==> config.mk <==
export PLATFORM = sky130hd
export DESIGN_NAME = rv_issue_sequencer
export DESIGN_NICKNAME = d
export VERILOG_FILES = /design/src/rtl/rv_issue_sequencer.sv
export SDC_FILE = /design/constraint.sdc
export NUM_CORES = 1
export LEC_CHECK = 0
export ABC_AREA = 1
export BUFFER_PORTS_ARGS = -buffer_cell sky130_fd_sc_hd__buf_4
export CORE_ASPECT_RATIO = 0.7
export CORE_MARGIN = 2
export CORE_UTILIZATION = 50
export DETAILED_ROUTE_END_ITERATION = 8
export PLACE_DENSITY = 0.75
export SLEW_MARGIN = 10
export SYNTH_ARGS = -nofsm -noshare
export SYNTH_HDL_FRONTEND = slang
export SYNTH_SLANG_ARGS = --single-unit
==> constraint.sdc <==
create_clock -name clk -period 4.27 [get_ports clk]
set_clock_uncertainty 0.2 [all_clocks]
set_input_delay 0 -clock clk [delete_from_list [all_inputs] [get_ports clk]]
set_output_delay 0 -clock clk [all_outputs]
set_load 0.005 [all_outputs]
==> src/rtl/rv_issue_sequencer.sv <==
// rv_issue_sequencer: fetch-to-execute issue FIFO with RV32I format classification and branch/jump stall.
// Ports: clk, rst (async active-high); fetch_valid_i/fetch_instr_i/fetch_pc_i/fetch_ready_o from fetch;
//   issue_valid_o/issue_ready_i/issue_instr_o/issue_pc_o/issue_type_o to execute;
//   resolve_valid_i/resolve_taken_i from execute; illegal_o/illegal_pc_o drop report; count_o occupancy.
// Optional feature: define ISSUE_SEQ_ILLEGAL_CHECK_EN to drop unknown-opcode heads instead of issuing them.
module rv_issue_sequencer #(
  parameter int FIFO_DEPTH = 4
) (
  input  logic                          clk,
  input  logic                          rst,
  input  logic                          fetch_valid_i,
  input  logic [31:0]                   fetch_instr_i,
  input  logic [31:0]                   fetch_pc_i,
  output logic                          fetch_ready_o,
  output logic                          issue_valid_o,
  input  logic                          issue_ready_i,
  output logic [31:0]                   issue_instr_o,
  output logic [31:0]                   issue_pc_o,
  output logic [2:0]                    issue_type_o,
  input  logic                          resolve_valid_i,
  input  logic                          resolve_taken_i,
  output logic                          illegal_o,
  output logic [31:0]                   illegal_pc_o,
  output logic [$clog2(FIFO_DEPTH):0]   count_o
);
  localparam int AW = $clog2(FIFO_DEPTH);
  localparam int CW = AW + 1;
  localparam logic [CW-1:0] DEPTH_C = CW'(FIFO_DEPTH);
  localparam logic [0:0] RUN = 1'b0;
  localparam logic [0:0] WAIT_RES = 1'b1;
  logic [31:0] instr_q [FIFO_DEPTH];
  logic [31:0] pc_q [FIFO_DEPTH];
  logic [AW-1:0] rd_ptr, wr_ptr;
  logic [CW-1:0] count;
  logic [0:0] state;
  logic empty, legal, is_bj, push, pop, flush;
  logic [6:0] op;
  logic [2:0] raw_type;
  assign empty = count == '0;
  assign issue_instr_o = empty ? 32'd0 : instr_q[rd_ptr];
  assign issue_pc_o = empty ? 32'd0 : pc_q[rd_ptr];
  assign op = issue_instr_o[6:0];
  assign raw_type = op == 7'b0110011 ? 3'd0 :
                    op == 7'b0010011 ? 3'd1 :
                    op == 7'b0100011 ? 3'd2 :
                    op == 7'b1100011 ? 3'd3 :
                    op == 7'b0010111 ? 3'd4 :
                    op == 7'b1101111 ? 3'd5 : 3'd7;
  assign issue_type_o = empty ? 3'd0 : raw_type;
  assign is_bj = issue_type_o == 3'd3 || issue_type_o == 3'd5;
`ifdef ISSUE_SEQ_ILLEGAL_CHECK_EN
  assign legal = raw_type != 3'd7;
  assign illegal_o = state == RUN && !empty && !legal;
  assign illegal_pc_o = illegal_o ? issue_pc_o : 32'd0;
`else
  assign legal = 1'b1;
  assign illegal_o = 1'b0;
  assign illegal_pc_o = 32'd0;
`endif
  assign issue_valid_o = state == RUN && !empty && legal;
  assign fetch_ready_o = !rst && count < DEPTH_C;
  assign count_o = count;
  assign push = fetch_valid_i && fetch_ready_o;
  assign pop = (issue_valid_o && issue_ready_i) || illegal_o;
  // a taken resolution squashes everything buffered, including a beat arriving on the same edge
  assign flush = state == WAIT_RES && resolve_valid_i && resolve_taken_i;
  always_ff @(posedge clk) begin
    if (push) begin
      instr_q[wr_ptr] <= fetch_instr_i;
      pc_q[wr_ptr] <= fetch_pc_i;
    end
  end
  always_ff @(posedge clk or posedge rst) begin
    if (rst) begin
      state <= RUN;
      rd_ptr <= '0;
      wr_ptr <= '0;
      count <= '0;
    end else if (flush) begin
      state <= RUN;
      rd_ptr <= '0;
      wr_ptr <= '0;
      count <= '0;
    end else begin
      if (push) wr_ptr <= wr_ptr + 1'b1;
      if (pop) rd_ptr <= rd_ptr + 1'b1;
      count <= count + CW'(push) - CW'(pop);
      if (state == RUN && issue_valid_o && issue_ready_i && is_bj) state <= WAIT_RES;
      else if (state == WAIT_RES && resolve_valid_i) state <= RUN;
    end
  end
endmodule

# Yosys cells after proc, flatten, opt, wreduce, memory -nomap -nowiden
# Memory sizes are Yosys's and may differ from the RTL's.
# Index checks and enable logic that the tools add are counted.
# classes
div,0
n_mul,0
eq_ne,8
order_cmp,1
shift,0
n_reduce_logical,16
bitwise_logic,1
muxes,19
n_addsub,4
# ops
op,n
$mux W32,2
$mux W3,6
$eq A7 B5 Y1 const B,2
$eq A7 B6 Y1 const B,2
$eq A7 B7 Y1 const B,2
$mux W2,6
$logic_and A1 B1 Y1,9
$mux W1,5
$add A2 B1 Y2 const B,2
$reduce_bool A2 Y1,2
$add A3 B1 Y3,1
$eq A3 B2 Y1 const B,1
$eq A3 B3 Y1 const B,1
$logic_not A3 Y1,1
$lt A3 B3 Y1 const B,1
$reduce_bool A3 Y1,1
$sub A3 B1 Y3,1
$logic_not A1 Y1,2
$logic_or A1 B1 Y1,1
$not A1 Y1,1
# word_totals
memories,2
romBits,0
latch_bits,0
regBits,8
ram_bits,256
in_bits,70
# memory_table
name,depth,word_bits,read_ports,rd_ports_with_merged_regs,write_ports,line_no,text
instr_q,4,32,1,0,1,31,logic [31:0] instr_q [FIFO_DEPTH];
pc_q,4,32,1,0,1,32,logic [31:0] pc_q [FIFO_DEPTH];

# Depth between registers and ports, before layout
# Gate-level depths: netlist of the first run.
# depth
depth_word,15
mapped_depth,13

# Least setup slack after synthesis of the first run
# Ideal clock, no wire load.
# synth_path
kind,reg2reg
startpoint,"register count[2], in the netlist count_o[2]"
endpoint,"memory instr_q[0][0], enable pin"
slack_ns,0.147
t_arrival_ns,3.436
stages_incl_launch_ff,4
cell_sequence,dfrtp_1 nor2_1 nand2_1 nor2_1
# synth_via
elab_chain_len,5
# synth_rtl
item,line_no,text
start: declaration,34,logic [CW-1:0] count;
start signal: assignment,87,count <= count + CW'(push) - CW'(pop);
$lt A3 B3 Y1,61,assign fetch_ready_o = !rst && count < DEPTH_C;
$logic_and A1 B1 Y1,61,
net fetch_ready_o,14,"output logic fetch_ready_o,"
$logic_and A1 B1 Y1,63,assign push = fetch_valid_i && fetch_ready_o;
$mux W1,68,if (push) begin
$mux W1 (implied by the code),69,instr_q[wr_ptr] <= fetch_instr_i;
end: declaration,31,
# The timed path passes the listed nets, and every way through them passes these cells.

# Worst setup path after layout of the first run
# layout_path
startpoint,register rd_ptr[0]
endpoint,register state
# layout_via
elab_chain_len,15
elab_cells_between_ends,22
classes_between,eq/ne: 8; mux: 10; reduce/logical: 3; memory: 1
# layout_rtl
item,line_no,text
start: declaration,33,"logic [AW-1:0] rd_ptr, wr_ptr;"
start signal: assignment,86,if (pop) rd_ptr <= rd_ptr + 1'b1;
$mem_v2 Z4 W32 *,-,
$mux W32 *,40,assign issue_instr_o = empty ? 32'd0 : instr_q[rd_ptr];
$eq A7 B7 Y1,48,op == 7'b1101111 ? 3'd5 : 3'd7;
$mux W2,48,
$mux W2,47,op == 7'b0010111 ? 3'd4 :
$mux W3,46,op == 7'b1100011 ? 3'd3 :
$mux W3,45,op == 7'b0100011 ? 3'd2 :
$mux W3,44,op == 7'b0010011 ? 3'd1 :
$mux W3 *,43,assign raw_type = op == 7'b0110011 ? 3'd0 :
$mux W3 *,49,assign issue_type_o = empty ? 3'd0 : raw_type;
$eq A3 B2 Y1 or $eq A3 B3 Y1 (tied branches),50,assign is_bj = issue_type_o == 3'd3 || issue_type_o == 3'd5;
$logic_or A1 B1 Y1 *,50,
$logic_and A1 B1 Y1 *,88,if (state == RUN && issue_valid_o && issue_ready_i && is_bj) state <= WAIT_RES;
$mux W1,88,
$mux W1,79,end else if (flush) begin
end signal: assignment,80,state <= RUN;
end signal: assignment,88,
end signal: assignment,89,else if (state == WAIT_RES && resolve_valid_i) state <= RUN;
end: declaration,35,logic [0:0] state;
# Mark *: on every way between the ends. The rest lies on a longest branch, timed or not.
# A chain may end at the register's enable or synchronous reset.

==> results of run 1 <==
==> flip-flops by register name, indices dropped and copies added, names as in the netlist <==
signal	cells
count_o	3
instr_q	128
pc_q	128
rd_ptr	2
state	1
wr_ptr	2
==> layout by cell type (no fill, tap or decap), types with 5 or more instances in the layout <==
master and count:
edfxtp_1 256, nor2_1 241, buf_4 147, o21ai_0 79
dlygate4sd3_1 72, nand2_1 62, a21oi_1 61, o21ai_1 40
conb_1 33, inv_1 26, clkbuf_16 25, nand3_1 19
ha_1 6, clkbuf_1 6, dfrtp_1 6, clkinv_2 5
nor2_2 5, clkbuf_8 5
==> how the worst min path moves through the flow <==
| stage | end | cells past startpoint |
|---|---|---|
| floorplan | count_o[0] | 1 |
| global placement | count_o[1] | 2 |
| detailed placement | count_o[1] | 2 |
| CTS | instr_q[3][19] | 2 |
| global route | pc_q[1][19] | 2 |
| finish | pc_q[3][21] | 2 |
==> worst register-to-register path, stage by stage (launching register included) <==
cell           delay [ns]
dfrtp_4              0.62
buf_4                0.87
nor2_1               0.17
nor2_1               0.13
o21ai_1              0.09
nand2_1              0.10
nand2_1              0.09
nor2_2               0.16
nand2_1              0.09
nand2_1              0.10
nor2_2               0.07
nand3_2              0.05
nand2_1              0.05
dlygate4sd3_1        0.55
==> power by group <==
part | switching, mW | internal (mW) | total (mW) | leakage [nW]
clock | 0.868 | 1.22 | 2.08 | 0.382
sequential | 0.0978 | 3.05 | 3.15 | 2.40
combinational | 1.91 | 1.36 | 3.27 | 2.29
total | 2.88 | 5.63 | 8.51 | 5.08
==> area by class of cell <==
class	instances	area, um2	area share [%]
clock buffers	36	717	5.30
flip-flops and latches	264	7890	58.3
well taps	276	345	2.55
multi-input cells	560	2500	18.5
repair buffers	223	1900	14.1
clock inverters	6	53.8	0.398
diodes	3	7.51	0.0555
inverters	30	114	0.841
==> through the flow <==
stage          hold WS [ns]  instances
2_1_floorplan        -0.384        935
3_3_place_gp         -0.214       1281
3_5_place_dp         -0.200       1281
4_1_cts              0.0150       1395
5_1_grt              0.0215       1396
6_report             0.0374       1398
==> per-layer routing <==
layer  track usage, %  up-vias  wire length, um
met2             32.1      283            10600
met3             3.91       27             1750
met1             30.2     3517            10800
li1                 -     3463                -
met4             4.45        0              357
met5                0        -                0
==> kinds of logic after synthesis <==
group           Yosys count
fa+ha+maj                 7
flops                   264
other cells               1
xor+xnor                  1
compound gates          180
simple gates            339
buf+inv                 111
==> cells in the mapped netlist (all sizes together) <==
master and instances:
nand3 22, nor3 1, edfxtp 256, a21oi 61
nor2 250, xnor2 1, conb 1, nand2 65
buf 60, nand4 1, inv 30, clkbuf 21
ha 6, dfrtp 8, o21ai 119, fa 1
==> metrics.yaml, run 1 <==
yosys:
  post_synth_main_area_contributors: "edfxtp_1 (71%), nor2_1 (8.5%), o21ai_0 (3.7%)"
  synth_top_family_by_area: "simple AND/OR/NAND/NOR gates"
  synth-simple-area-share_pct: 12.4
  yosysTopAreaCellShare_pct: 71.1
  yosys.area.top_type: "edfxtp_1"
  synth_mux_area_share_pct: 0
  ys_ff_latch: 264
  syn_area_mm2: 0.0108
  synthAdderAreaFrac_pct: 0.879
  synth_warnings: 0
  syn_area_per_cell_um2: 12.0
  ys_seq_area_share_pct: 72.9
  syn_inst: 903
  synthXorXnorAreaFrac_pct: 0.0810
  synth.distinct_cells: 24
  synth_compound_area_share_pct: 8.33
worst_setup_path:
  crit_family: "buffers and inverters"
  path_buf_inv: 2
  cp-start-kind: "register"
  crit_chain: "buf_4 -> nor2_1 -> nor2_1 -> o21ai_1 -> nand2_1 -> nand2_1 -> nor2_2 -> nand2_1 -> nand2_1 -> nor2_2 -> nand3_2 -> nand2_1 -> dlygate4sd3_1"
  reg2reg_slack_ns: 0.82
  worstPathRequired_ns: 4.46
  r2r_cells: 13
  crit_cells: 13
  critPathMaxStageDelay_ns: 0.86
  crit_top_cell: "nand2_1"
  path_max_fanout: 104
  crit_end: "state"
  critPathSlowestCell: "buf_4"
  arrival_ns: 3.64
  worstSetupEndpointType: "register"
  r2r_end: "state"
  path_class: "reg2reg"
  crit-reg2reg-launch: "rd_ptr[0]"
  crit_start: "rd_ptr[0]"
cts:
  clock_tree.root_cell: "clkbuf_16"
  post_cts_buffers: 0
  clock-sinks: 264
  postCtsHoldBufs: 72
  clk_pin_slew_worst_paths_ns: 0.06
  cts_buffer_depth: 3
  tritoncts: "yes"
  cts_resized: 0
  cts_made_buffers: 25
  htreeDepth: 1
  clk_latency_ns: 0.51
placement:
  dp_hpwl_um: 13400
  routabilityCongestion: 0.774
  placed_cell_area_mm2: 0.0120
  place_ws_ns: 1.36
  numPortBuffers: 141
global_route:
  track_usage_pct: 20.5
  grt_max_degree: 105
  grt_pass1_wl_um: 37100
  grt_pass1_vias: 6957
  antenna_found_initial: 3
  grt_overflow_total: 0
route:
  first_pass_iters: 5
  ant_nets: 0
  wirelength_um: 23500
  wire_per_inst_um: 16.8
  vias: 7290
  drtIter0Drc: 759
  via_per_inst: 5.21
  remaining_drc_errors: 0
floorplanning:
  rows: 44
  io-pin-count: 175
  initial_utilization_pct: 51.6
  core_area_mm2: 0.0210
  fp.dieW_um: 180
  die_area_mm2: 0.0228
  die_y_um: 127
power_and_ir_drop:
  peakVddDrop_uv: 520
  p_per_area_mw_per_mm2: 629
  cellLeakagePower_nw: 5.08
  totalPowerFinal_mw: 8.51
finish:
  fillers: 1527
  postLayoutCoreUtil_pct: 64.5
  fin_area_mm2: 0.0135
  layout.nets: 1181
  synthToLayoutAreaGrowth_pct: 25.1
  layout-drive-gt1-share_pct: 18.5
sta:
  hold_viol_final: 0
  post-route-min-period_ns: 3.45
  max_freq_ghz: 0.290
  fin_ws_ns: 0.821
  finalCritPeriodShare_pct: 80.8
  rsz0062_at_grt: "no"
  slew_headroom_pct: 26.5
  setup_viol: 0
  drv_slew: 0
  worstMarginPinSlew_ns: 1.10
  tns_ns: 0
hold_path:
  holdCritPathClass: "in2reg"
  min_from: "fetch_pc_i[21]"
run:
  maxCapViolCount: 0
run_status:
  status: "completed"
Power figures use the tool's default switching activity.
==> run 2, diff against run 1 <==
--- a/config.mk
+++ b/config.mk
@@ -5,13 +5,13 @@
 export SDC_FILE = /design/constraint.sdc
 export NUM_CORES = 1
 export LEC_CHECK = 0
-export ABC_AREA = 1
+export ABC_AREA = 0
 export BUFFER_PORTS_ARGS = -buffer_cell sky130_fd_sc_hd__buf_4
 export CORE_ASPECT_RATIO = 0.7
 export CORE_MARGIN = 2
 export CORE_UTILIZATION = 50
 export DETAILED_ROUTE_END_ITERATION = 8
-export PLACE_DENSITY = 0.75
+export PLACE_DENSITY = 0.72
 export SLEW_MARGIN = 10
 export SYNTH_ARGS = -nofsm -noshare
 export SYNTH_HDL_FRONTEND = slang
==> constraint.sdc (replaced) <==
create_clock -name clk -period 3.2 [get_ports clk]
set_clock_uncertainty 0.2 [all_clocks]
set_input_delay 0 -clock clk [delete_from_list [all_inputs] [get_ports clk]]
set_output_delay 0 -clock clk [all_outputs]
set_load 0.005 [all_outputs]
==> metrics.yaml, run 2 <==
worst_setup_path:
  crit_family: "compound AO/OA/AOI/OAI gates"
  critPathMaxStageDelay_ns: 0.55
  worstPathRequired_ns: 3.40
  crit_start: "rd_ptr[1]"
  crit-reg2reg-launch: "rd_ptr[1]"
  cp-start-kind: "register"
  arrival_ns: 3.18
  path_buf_inv: 2
  crit_chain: "buf_6 -> nor2_1 -> a221oi_1 -> a2111oi_0 -> o21ai_0 -> o21ai_0 -> a32o_1 -> dlygate4sd3_1"
  path_class: "reg2reg"
  critPathSlowestCell: "dlygate4sd3_1"
  path_max_fanout: 29
  crit_top_cell: "o21ai_0"
  worstSetupEndpointType: "register"
sta:
  fin_ws_ns: 0.219
  max_freq_ghz: 0.335
  finalCritPeriodShare_pct: 93.2
  drv_slew: 0
  post-route-min-period_ns: 2.98
  tns_ns: 0
  hold_viol_final: 0
  worstMarginPinSlew_ns: 0.620
  slew_headroom_pct: 58.7
  holdWs_ns: 0.0197
  setup_viol: 0
  rsz0062_at_grt: "no"
cts:
  clock_tree.root_cell: "clkbuf_16"
  clk_latency_ns: 0.53
  cts_buffer_depth: 3
  tritoncts: "yes"
  htreeDepth: 1
  clock-sinks: 264
  cts_made_buffers: 26
  clk_pin_slew_worst_paths_ns: 0.06
global_route:
  grt_max_degree: 47
  antenna_found_initial: 1
  grt_overflow_total: 0
  grt_pass1_wl_um: 32700
  track_usage_pct: 19.3
  grt_pass1_vias: 5881
route:
  via_per_inst: 5.27
  vias: 5562
  remaining_drc_errors: 0
  wirelength_um: 21300
  first_pass_iters: 4
  ant_nets: 0
  drtIter0Drc: 496
  wire_per_inst_um: 20.1
yosys:
  synth_common_cells: "edfxtp_1 (256), and2_1 (65), mux4_2 (63)"
  syn_area_per_cell_um2: 20.2
  ys_seq_area_share_pct: 74.3
  ys_ff_latch: 264
  synth_edf_count: 256
  async_flop_share_pct: 3.03
  synth_compound_area_share_pct: 0.707
  yosys.area.top_type: "edfxtp_1"
  syn_area_mm2: 0.0106
  ys.flop_type: "edfxtp_1"
  synth.distinct_cells: 34
  yosysTopAreaCellShare_pct: 72.4
  syn_inst: 526
  synth-simple-area-share_pct: 5.92
  yosysMostFrequentCell: "edfxtp_1"
  synth_mux_area_share_pct: 14.1
  synthXorXnorAreaFrac_pct: 0.412
  synth_top_family_by_area: "multiplexers"
  post_synth_main_area_contributors: "edfxtp_1 (72%), mux4_2 (13%), and2_1 (3.8%)"
  synthAdderAreaFrac_pct: 0.896
  synth_warnings: 0
hold_path:
  holdCritPathClass: "in2reg"
  min_from: "fetch_pc_i[18]"
finish:
  fin_area_mm2: 0.0136
  final_cell_mix: "edfxtp_1 (256), buf_4 (149), dlygate4sd3_1 (74)"
  layout-drive-gt1-share_pct: 34.5
  final_common_cell: "edfxtp_1"
  final_cells: 1056
  postLayoutCoreUtil_pct: 65.5
  synthToLayoutAreaGrowth_pct: 28.1
  layout.nets: 836
placement:
  routabilityCongestion: 0.775
  place_ws_ns: 0.637
  dp_hpwl_um: 12800
  numPortBuffers: 141
  placed_cell_area_mm2: 0.0120
  dp_cells: 931
run:
  maxCapViolCount: 0
run_status:
  status: "completed"
floorplanning:
  core_area_mm2: 0.0208
  die_area_mm2: 0.0224
  rows: 44
  die_y_um: 126
  fp.dieW_um: 178
  io-pin-count: 175
  initial_utilization_pct: 51.2
power_and_ir_drop:
  totalPowerFinal_mw: 11.0
  p_per_area_mw_per_mm2: 807
  cellLeakagePower_nw: 4.82
  peakVddDrop_uv: 424
-- run 2: area by class of cell --
| type | count | area [um2] |
|---|---|---|
| sequential | 264 | 7900 |
| fill | 1372 | 7150 |
| multi-input combinational | 228 | 2480 |
| timing repair buffer | 230 | 1980 |
| clock buffer | 31 | 669 |
| tap | 276 | 345 |
| clock inverter | 17 | 188 |
| inverter | 9 | 33.8 |
| antenna | 1 | 2.50 |
-- run 2: kinds of logic after synthesis --
family                     count (synthesis)
and+or+nand+nor                          107
adders and majority gates                  7
xor gates and xnor gates                   5
buffers and inverters                     66
other                                      1
AOI/OAI and AO/OA                         10
DFF                                      264
muxes                                     66
-- run 2: path summary, 6_finish.rpt --
check                                    to  slack, ns  cells past startpoint
min in group asynchronous        count_o[2]       0.39                      4
max in group asynchronous         rd_ptr[1]       2.12                      4
worst max register to register        state       0.22                      8
worst min-delay path            pc_q[0][18]       0.02                      2
worst max-delay path                  state       0.22                      8
worst min register to register    wr_ptr[0]       0.41                      2
-- run 2: repair_timing --
item                       in CTS  in global routing
setup endpoints to repair       0                  1
setup buffers                   0                  2
hold endpoints to repair      366                  0
hold buffers                   74                  0
resized for setup               0                  2
-- run 2: layer usage --
metal	up-vias	GRT usage, %	part of all wire (%)
met5	-	0	0
met4	0	3.73	1.8
met3	27	4.29	7.0
met2	200	30.8	47
met1	2857	27.9	44
li1	2478	-	-
-- run 2: where the power goes --
group          internal [mW]  total, mW  switching (mW)  leakage [nW]
sequential              4.11       4.23           0.126          2.41
clock                   1.75       3.00            1.24         0.413
combinational           2.10       3.74            1.64          2.00
